<file path="src/rtl/tiny_rv_pkg.sv">
// Shared decode definitions for the tiny_rv pipeline: opcode and funct
// encodings, the immediate-format selector and the registered decode bundle.
package tiny_rv_pkg;

    // Major opcodes (instr[6:0])
    localparam logic [6:0] OP_LUI    = 7'b0110111;
    localparam logic [6:0] OP_AUIPC  = 7'b0010111;
    localparam logic [6:0] OP_JAL    = 7'b1101111;
    localparam logic [6:0] OP_JALR   = 7'b1100111;
    localparam logic [6:0] OP_BRANCH = 7'b1100011;
    localparam logic [6:0] OP_LOAD   = 7'b0000011;
    localparam logic [6:0] OP_STORE  = 7'b0100011;
    localparam logic [6:0] OP_ALUI   = 7'b0010011;
    localparam logic [6:0] OP_ALU    = 7'b0110011;
    localparam logic [6:0] OP_FENCE  = 7'b0001111;
    localparam logic [6:0] OP_SYSTEM = 7'b1110011;

    // ALU funct3
    localparam logic [2:0] F3_ADD = 3'd0;
    localparam logic [2:0] F3_SHL = 3'd1;
    localparam logic [2:0] F3_SHR = 3'd5;

    // BRANCH funct3 (2 and 3 are unassigned)
    localparam logic [2:0] F3_BEQ  = 3'd0;
    localparam logic [2:0] F3_BNE  = 3'd1;
    localparam logic [2:0] F3_BLT  = 3'd4;
    localparam logic [2:0] F3_BGE  = 3'd5;
    localparam logic [2:0] F3_BLTU = 3'd6;
    localparam logic [2:0] F3_BGEU = 3'd7;

    // LOAD funct3 (3, 6 and 7 are unassigned)
    localparam logic [2:0] F3_LB  = 3'd0;
    localparam logic [2:0] F3_LH  = 3'd1;
    localparam logic [2:0] F3_LW  = 3'd2;
    localparam logic [2:0] F3_LBU = 3'd4;
    localparam logic [2:0] F3_LHU = 3'd5;

    // STORE funct3 (anything above SW is unassigned)
    localparam logic [2:0] F3_SB = 3'd0;
    localparam logic [2:0] F3_SH = 3'd1;
    localparam logic [2:0] F3_SW = 3'd2;

    // funct7 values
    localparam logic [6:0] F7_BASE = 7'h00;
    localparam logic [6:0] F7_ALT  = 7'h20;

    typedef enum logic [2:0] {
        IMM_I,
        IMM_S,
        IMM_B,
        IMM_U,
        IMM_J,
        IMM_NONE
    } imm_fmt_e;

    typedef struct packed {
        logic [31:0] pc;
        logic [6:0]  opcode;
        logic [2:0]  funct3;
        logic [6:0]  funct7;
        logic [4:0]  rs1_addr;
        logic [4:0]  rs2_addr;
        logic [4:0]  rd_addr;
        logic [31:0] imm;
        logic        rd_we;
        logic        illegal;
    } decode_bundle_t;

endpackage

</file>
<file path="src/rtl/tiny_rv_imm_gen.sv">
// Combinational immediate generator: selects and sign-extends the immediate
// for the given instruction format. IMM_NONE yields zero (R format, illegal).
module tiny_rv_imm_gen
    import tiny_rv_pkg::*;
(
    input  logic [31:7] instr,
    input  imm_fmt_e    fmt,
    output logic [31:0] imm
);

    // Assemble the immediate for the selected format
    always_comb begin
        // NOTE: assign a default first so every path drives imm and no latch is inferred.
        imm = '0;
        case (fmt)
            IMM_I:   imm = {{20{instr[31]}}, instr[31:20]};
            IMM_S:   imm = {{20{instr[31]}}, instr[31:25], instr[11:7]};
            IMM_B:   imm = {{19{instr[31]}}, instr[31], instr[7], instr[30:25], instr[11:8], 1'b0};
            IMM_U:   imm = {instr[31:12], 12'b0};
            IMM_J:   imm = {{11{instr[31]}}, instr[31], instr[19:12], instr[20], instr[30:21], 1'b0};
            default: imm = '0;
        endcase
    end

endmodule

</file>
<file path="src/rtl/tiny_rv_decode_stage.sv">
// Registered decode stage between fetch and execute. Decodes a fetched
// {pc, instr} into the bundle consumed by the ALU / branch / LSU units.
// Build option: TINY_RV_DECODE_SKID_EN adds a one-entry skid buffer so that
// o_ready comes straight from a flop instead of from i_ready.
module tiny_rv_decode_stage
    import tiny_rv_pkg::*;
#(
    parameter logic [31:0] RESET_PC = 32'h0000_0000
) (
    input  logic        i_clk,
    input  logic        i_rst_n,
    input  logic        i_flush,
    input  logic        i_valid,
    output logic        o_ready,
    input  logic [31:0] i_pc,
    input  logic [31:0] i_instr,
    output logic        o_valid,
    input  logic        i_ready,
    output logic [31:0] o_pc,
    output logic [6:0]  o_opcode,
    output logic [2:0]  o_funct3,
    output logic [6:0]  o_funct7,
    output logic [4:0]  o_rs1_addr,
    output logic [4:0]  o_rs2_addr,
    output logic [4:0]  o_rd_addr,
    output logic [31:0] o_imm,
    output logic        o_rd_we,
    output logic        o_illegal
);

    localparam decode_bundle_t RESET_BUNDLE = '{
        pc: RESET_PC, opcode: 7'd0, funct3: 3'd0, funct7: 7'd0,
        rs1_addr: 5'd0, rs2_addr: 5'd0, rd_addr: 5'd0,
        imm: 32'd0, rd_we: 1'b0, illegal: 1'b0
    };

    logic [6:0] opcode;
    logic [2:0] funct3;
    logic [6:0] funct7;

    assign opcode = i_instr[6:0];
    assign funct3 = i_instr[14:12];
    assign funct7 = i_instr[31:25];

    imm_fmt_e       imm_fmt;
    imm_fmt_e       gen_fmt;
    logic           has_rs1;
    logic           has_rs2;
    logic           has_rd;
    logic           writes_rd;
    logic           illegal;
    logic [31:0]    imm_value;
    decode_bundle_t dec;

    // Classify the opcode: format, which register fields are meaningful, legality
    always_comb begin
        imm_fmt   = IMM_NONE;
        has_rs1   = 1'b1;
        has_rs2   = 1'b0;
        has_rd    = 1'b1;
        writes_rd = 1'b0;
        illegal   = 1'b0;
        case (opcode)
            OP_LUI, OP_AUIPC: begin
                imm_fmt   = IMM_U;
                has_rs1   = 1'b0;
                writes_rd = 1'b1;
            end
            OP_JAL: begin
                imm_fmt   = IMM_J;
                has_rs1   = 1'b0;
                writes_rd = 1'b1;
            end
            OP_JALR: begin
                imm_fmt   = IMM_I;
                writes_rd = 1'b1;
            end
            OP_BRANCH: begin
                imm_fmt = IMM_B;
                has_rs2 = 1'b1;
                has_rd  = 1'b0;
                illegal = (funct3 == 3'd2) || (funct3 == 3'd3);
            end
            OP_LOAD: begin
                imm_fmt   = IMM_I;
                writes_rd = 1'b1;
                illegal   = (funct3 == 3'd3) || (funct3 == 3'd6) || (funct3 == 3'd7);
            end
            OP_STORE: begin
                imm_fmt = IMM_S;
                has_rs2 = 1'b1;
                has_rd  = 1'b0;
                illegal = (funct3 > F3_SW);
            end
            OP_ALUI: begin
                imm_fmt   = IMM_I;
                writes_rd = 1'b1;
                if (funct3 == F3_SHL) begin
                    illegal = (funct7 != F7_BASE);
                end else if (funct3 == F3_SHR) begin
                    illegal = (funct7 != F7_BASE) && (funct7 != F7_ALT);
                end
            end
            OP_ALU: begin
                imm_fmt   = IMM_NONE;
                has_rs2   = 1'b1;
                writes_rd = 1'b1;
                illegal   = !((funct7 == F7_BASE) ||
                              ((funct7 == F7_ALT) && ((funct3 == F3_ADD) || (funct3 == F3_SHR))));
            end
            OP_FENCE: begin
                imm_fmt = IMM_I;
            end
            OP_SYSTEM: begin
                imm_fmt   = IMM_I;
                writes_rd = 1'b1;
            end
            default: begin
                illegal = 1'b1;
            end
        endcase
        // Compressed / non-32-bit encodings are never decodable here
        if (i_instr[1:0] != 2'b11) begin
            illegal = 1'b1;
        end
    end

    // An illegal word carries no immediate
    assign gen_fmt = illegal ? IMM_NONE : imm_fmt;

    tiny_rv_imm_gen u_imm_gen (
        .instr (i_instr[31:7]),
        .fmt   (gen_fmt),
        .imm   (imm_value)
    );

    // Build the decoded bundle; illegal words pass their raw register fields through
    always_comb begin
        dec          = '0;
        dec.pc       = i_pc;
        dec.opcode   = opcode;
        dec.funct3   = funct3;
        dec.funct7   = funct7;
        dec.rs1_addr = (illegal || has_rs1) ? i_instr[19:15] : 5'd0;
        dec.rs2_addr = (illegal || has_rs2) ? i_instr[24:20] : 5'd0;
        dec.rd_addr  = (illegal || has_rd)  ? i_instr[11:7]  : 5'd0;
        dec.imm      = imm_value;
        dec.rd_we    = !illegal && writes_rd && (i_instr[11:7] != 5'd0);
        dec.illegal  = illegal;
    end

    decode_bundle_t out_q;
    logic           out_valid;
    logic           in_xfer;

    assign in_xfer = i_valid && o_ready;

`ifdef TINY_RV_DECODE_SKID_EN
    decode_bundle_t skid_q;
    logic           skid_valid;

    // Ready is simply "skid empty", a registered signal
    assign o_ready = !skid_valid;

    // Output register and skid occupancy; flush empties both
    always_ff @(posedge i_clk or negedge i_rst_n) begin
        // NOTE: sequential state uses non-blocking assignments so every flop samples pre-edge values.
        if (!i_rst_n) begin
            out_q      <= RESET_BUNDLE;
            out_valid  <= 1'b0;
            skid_valid <= 1'b0;
        end else if (i_flush) begin
            out_valid  <= 1'b0;
            skid_valid <= 1'b0;
        end else if (!out_valid || i_ready) begin
            if (skid_valid) begin
                out_q      <= skid_q;
                out_valid  <= 1'b1;
                skid_valid <= 1'b0;
            end else if (in_xfer) begin
                out_q     <= dec;
                out_valid <= 1'b1;
            end else begin
                out_valid <= 1'b0;
            end
        end else if (in_xfer) begin
            skid_valid <= 1'b1;
        end
    end

    // Capture a word accepted while the output is stalled
    always_ff @(posedge i_clk) begin
        // NOTE: skid data needs no reset; skid_valid alone says whether it is meaningful.
        if (in_xfer && out_valid && !i_ready) begin
            skid_q <= dec;
        end
    end
`else
    // Accept whenever the output register is empty or being drained
    assign o_ready = !out_valid || i_ready;

    // Output register: load on transfer in, clear valid on transfer out, flush wins
    always_ff @(posedge i_clk or negedge i_rst_n) begin
        // NOTE: sequential state uses non-blocking assignments so every flop samples pre-edge values.
        if (!i_rst_n) begin
            out_q     <= RESET_BUNDLE;
            out_valid <= 1'b0;
        end else if (i_flush) begin
            out_valid <= 1'b0;
        end else if (in_xfer) begin
            out_q     <= dec;
            out_valid <= 1'b1;
        end else if (i_ready) begin
            out_valid <= 1'b0;
        end
    end
`endif

    assign o_valid    = out_valid;
    assign o_pc       = out_q.pc;
    assign o_opcode   = out_q.opcode;
    assign o_funct3   = out_q.funct3;
    assign o_funct7   = out_q.funct7;
    assign o_rs1_addr = out_q.rs1_addr;
    assign o_rs2_addr = out_q.rs2_addr;
    assign o_rd_addr  = out_q.rd_addr;
    assign o_imm      = out_q.imm;
    assign o_rd_we    = out_q.rd_we;
    assign o_illegal  = out_q.illegal;

endmodule
</file>
<file path="config.mk">
export PLATFORM = sky130hd
export DESIGN_NAME = tiny_rv_decode_stage
export DESIGN_NICKNAME = d
export VERILOG_FILES = /design/src/rtl/tiny_rv_pkg.sv /design/src/rtl/tiny_rv_imm_gen.sv /design/src/rtl/tiny_rv_decode_stage.sv
export SDC_FILE = /design/constraint.sdc
export NUM_CORES = 1
export LEC_CHECK = 0
export CORE_MARGIN = 2
export CORE_UTILIZATION = 41
export DETAILED_ROUTE_END_ITERATION = 16
export GPL_TIMING_DRIVEN = 0
export PLACE_DENSITY = 0.77
export SETUP_SLACK_MARGIN = 0.05
export SLEW_MARGIN = 20
export SYNTH_ARGS = -nofsm -noshare
export SYNTH_HDL_FRONTEND = slang
export SYNTH_HIERARCHICAL = 1
export SYNTH_SLANG_ARGS = --single-unit
</file>
<file path="constraint.sdc">
create_clock -name i_clk -period 1.5 [get_ports i_clk]
set_input_delay 0.3 -clock i_clk [delete_from_list [all_inputs] [get_ports i_clk]]
set_output_delay 0.3 -clock i_clk [all_outputs]
set_load 0.005 [all_outputs]
</file>
-- Word level (Yosys, flattened, before mapping)
Cells that the tools add are included.
- add/sub/neg operators: 0
- multiply operators: 0
- div/mod/pow operators: 0
- magnitude comparators: 1
- equality and inequality tests: 24
- shift operators: 0
- multiplexer cells: 17
- bitwise logic cells: 1
- reductions and logical operators: 31
- operators with widths (cell ; count):
    $pmux 32 s5 ; 1
    $eq 7x6->1 const B ; 4
    $eq 7x7->1 const B ; 4
    $mux 5 ; 3
    $pmux 3 s5 ; 1
    $eq 7x5->1 const B ; 2
    $eq 3x2->1 const B ; 4
    $eq 3x3->1 const B ; 4
    $mux 1 ; 10
    $logic_or 1x1->1 ; 9
    $reduce_or 8->1 ; 1
    $eq 7x2->1 const B ; 1
    $eq 7x4->1 const B ; 1
    $logic_not 7->1 ; 1
    $ne 7x6->1 const B ; 1
    $reduce_bool 7->1 ; 1
    $eq 3x1->1 const B ; 2
    $logic_not 3->1 ; 2
    $pmux 1 s6 ; 1
    $reduce_or 3->1 ; 2
    $reduce_or 6->1 ; 1
    $logic_and 1x1->1 ; 5
    $reduce_bool 5->1 ; 1
    $reduce_or 5->1 ; 1
    8 further kinds ; 11
- register bits after elaboration: 99
- latch bits: 0
- memory bits (writable): 0
- memory bits (read-only): 0
- bits of input ports: 69
- output and inout bits: 100
- word-level logic and storage cells: 85
- memories: 0

-- Logic depth before layout (Yosys ltp)
- depth in word-level cells: 10
- mapped depth: 13
- gate-level depth less buffers: 10

-- By module
Netlist, hierarchy kept.
- modules (own cells, without submodules) (module ; times used ; cells each ; area an instance (sq um) ; sequential area each (sq um)):
    tiny_rv_decode_stage ; 1 ; 470 ; 4241.6 ; 2477.4
    tiny_rv_imm_gen ; 1 ; 94 ; 540.5 ; 0.0

-- Worst setup path after synthesis
Ideal clock, no wire load.
- kind: input port to flip-flop
- start: input i_instr[6]
- end: register out_q (netlist bit o_imm[20])
- setup time: 0.065 ns
- arrival: 2.274 ns
- data required time: 1.435 ns
- path slack: -0.839 ns
- stages: 13
- path buffers: 3
- cell sequence: buf_2 and3b_2 nand4b_1 o2111ai_4 nor3_1 nand3_1 buf_6 maj3_2 nand2b_4 buf_6 nand2_1 nand2_1 nand2_1
- RTL lines (what ; RTL line ; RTL):
    start, declared ; tiny_rv_decode_stage.sv:16 ; input logic [31:0] i_instr,
    end signal, assigned ; tiny_rv_decode_stage.sv:206 ; out_q <= RESET_BUNDLE;
    end signal, assigned ; tiny_rv_decode_stage.sv:211 ; out_q <= dec;
    end, declared ; tiny_rv_decode_stage.sv:152 ; decode_bundle_t out_q;

==> impl_summary.log <==
[metrics] violations in the final reports: negative setup slack
[metrics] Synthesized Nets: 633
[metrics] depth of the CTS H-tree: 3
[metrics] path category of the worst min-delay check: primary input to flip-flop
[metrics] Avg WL per Cell: 17.51 µm
[metrics] Pins Over Slew Limit: 0
[metrics] worst setup path category: primary input to flip-flop
[metrics] pin count of the biggest net entering global routing: 58
[metrics] FF+latch count, synth: 99
[metrics] buffers from clock root to sink, at most: 2
[metrics] Vias per Instance: 5.203
[metrics] fraction of post-synthesis cell area in the top cell type by area: 51.81%
[metrics] share of synthesized area occupied by flip-flops and latches: 51.81%
[metrics] count of standard-cell rows: 39
[metrics] fill cell count: 856
[metrics] Die Ht: 112 µm
[metrics] GRT overflow: 0
[metrics] estimated wirelength of the detail-placed design: 10280 µm
[metrics] worst skew pair latency: 0.35 ns
[metrics] synthesized area per cell: 8.479 µm²
[metrics] unrepaired setup endpoints after global routing: true
[metrics] run status: finished with violations
[metrics] Layout area overhead: 70.46%
[metrics] Synthesis Warnings: 6
[metrics] # IOs: 169
[metrics] filler-free cell count of the finished design: 966
[metrics] layout net count: 887
[metrics] total count of hold-check failures in the final report: 0
[metrics] via count of the routed design: 5026
[metrics] number of sinks on the clock net: 99
[metrics] top-count cell post-synth: nand2_1
[metrics] Detailed Route Iter0 Violations: 278
[metrics] type of origin of the critical path: primary input
[metrics] starting density of the core: 41.88%
[metrics] number of global-route vias before repair: 5209
[metrics] worst setup slack after layout: -0.8003 ns
[metrics] Root Buffer: clkbuf_16
[metrics] portion of the clock cycle consumed by the worst path in the final layout: 153.4%
[metrics] count of nets left with antenna violations after detail routing: 0
[metrics] number of different library cells in the post-synthesis netlist: 53
[metrics] Area contributors post-synth: dfrtp_1, nand2_1, a21oi_1, mux2i_1, clkbuf_1
[metrics] highest net fanout along the worst path: 5
[metrics] cell accounting for the most synthesized area: dfrtp_1
[metrics] Placed Cells: 876
[metrics] worst rel slew slack: 51.66%
[metrics] Num CTS Buffers: 9
[metrics] sum of negative setup slack: -33.39 ns
[metrics] pwr/cell area: 847.6 mW/mm²
[metrics] sort of element at the end of the critical path: flip-flop
[metrics] Lkg Pwr: 4.320 nW
[metrics] fraction of final layout cells sized beyond drive strength 1: 30.62%
[metrics] synthesized cell area: 0.004782 mm²
[metrics] Max Fclk: 434.7 MHz
[metrics] Port-buffer cells: 168
[metrics] Post-synth top cells: nand2_1, dfrtp_1, a21oi_1, clkbuf_1, o22ai_1
[metrics] DRC violations left: 0
[metrics] wire length of the first global-routing pass: 25540 µm
[metrics] CTS tree: done
[metrics] count of inserted antenna diode cells: 0
[metrics] clock transition at the registers of the reported paths: 0.07 ns
[metrics] post-route minimum period: 2.300 ns
[metrics] number of antenna violations at the first check in global routing: 0
[metrics] Top FF cell, synth: dfrtp_1
[metrics] total iterations of the first detailed-routing run: 5
[metrics] Worst Skew: 0.004461 ns
[metrics] Worst IR Drop VDD: 0.6324 mV
[metrics] floorplan die width: 112 µm
[metrics] routed wire length: 16920 µm
[metrics] Max-Cap Viols: 0
[metrics] pre-CTS setup slack: -1.630 ns
[metrics] critical path arrival: 2.59 ns
[metrics] gate count of the mapped netlist: 564
[metrics] placeable core region: 0.01142 mm²
[metrics] placer congestion estimate: 0.8804
[metrics] Setup Viol. Count Final: 96
[metrics] total die area: 0.01254 mm²
[metrics] data required time at the worst endpoint: 1.79 ns
[metrics] total routing resource utilization after global routing: 25.79%
[metrics] Worst Max-Slew Pin Slew: 0.7218 ns
[metrics] number of flops mapped to enable cells by yosys: 0
[metrics] share of async-settable or async-resettable flops after synthesis: 100.0%
-- kinds of logic (layout without fill, tap and decap cells) --
kind of cell             Yosys count  count (layout)  share of synthesized area, %
adder cells (fa/ha/maj)            1               1                        0.2355
flip-flops                        99              99                         51.81
buffers and inverters             43             301                         4.893
AO/OA/AOI/OAI                     67              67                         9.550
multiplexers                      12              12                         2.616
AND/OR/NAND/NOR                  342             343                         30.90
-- critical path, stage by stage --
cell and delay, ns:
buf_2 0.12, and4bb_4 0.37, nand4_1 0.17, o2111ai_4 0.30, or2_4 0.19, nor3_4 0.05, buf_6 0.13, maj3_2 0.33
nand2b_4 0.18, buf_12 0.13, buf_8 0.13, nand2_2 0.06, nand2_1 0.05, nand2_1 0.07
-- area by class of cell --
type	count	area, µm²	share of cell area [%]
buffer	30	296.5	3.638
clock buffer	10	229.0	2.809
clock inverter	6	40.04	0.4912
inverter	7	28.78	0.3530
multi-input combinational	423	2522	30.94
sequential	99	2477	30.39
tap	143	178.9	2.195
timing repair buffer	248	2379	29.18
-- worst paths after layout --
path / startpoint / endpoint / slack (ns) / cells after the start
max reg2reg: o_valid / o_imm[14] / -0.42 / 10
min in group asynchronous: i_rst_n / o_imm[12] / 0.44 / 2
min: i_instr[0] / o_opcode[0] / 0.20 / 3
max: i_instr[3] / o_imm[20] / -0.80 / 14
min reg2reg: o_imm[16] / o_imm[16] / 0.46 / 2
max in group asynchronous: i_rst_n / o_imm[23] / 0.43 / 3
-- registers in the layout (all words and copies together) (netlist names) --
register / cells
o_illegal: 1
o_funct7: 7
o_rs1_addr: 5
o_rd_we: 1
o_pc: 32
o_funct3: 3
o_opcode: 7
o_rs2_addr: 5
o_rd_addr: 5
o_imm: 32
o_valid: 1
-- where the power goes --
group	switching, mW	leakage (nW)	internal [mW]
logic	0.754	2.92	0.870
registers	0.177	1.27	2.95
clock network	1.03	0.133	1.13
-- per-stage QoR --
stage                     hold slack [ns]  utilization (%)  power [mW]  area, µm²
after floorplan                  0.004409                -       3.626       4820
after global placement             0.4570            58.50       4.596       6680
after detailed placement           0.2458            58.76       4.647       6709
after CTS                          0.1762            67.17       6.783       7670
after global routing               0.2237            71.39       7.225       8152
final                              0.1980            71.39       6.910       8152
-- cell usage in the layout (no fill, tap or decap), types with 13 or more instances in the layout --
cell	n
a21oi_1	17
a21oi_2	13
buf_4	47
buf_6	27
buf_8	15
clkbuf_16	14
clkdlybuf4s50_1	49
dfrtp_1	99
dlygate4sd2_1	100
nand2_1	233
nand2_2	42
-- routing by layer --
metal	up-vias	GRT usage, %	wire length (µm)
met5	-	0	0
met4	0	11.95	563
met3	43	7.839	1402
met2	234	43.68	8306
met1	2420	30.15	6646
li1	2329	-	-
-- repair_timing --
action,CTS,global route
setup buffers,47,24
pin swaps,46,47
resized for setup,283,110
endpoints found under the setup margin,198,100
hold endpoints to repair,42,0
gates cloned,7,5
hold buffers,1,0
Power figures use the tool's default switching activity.
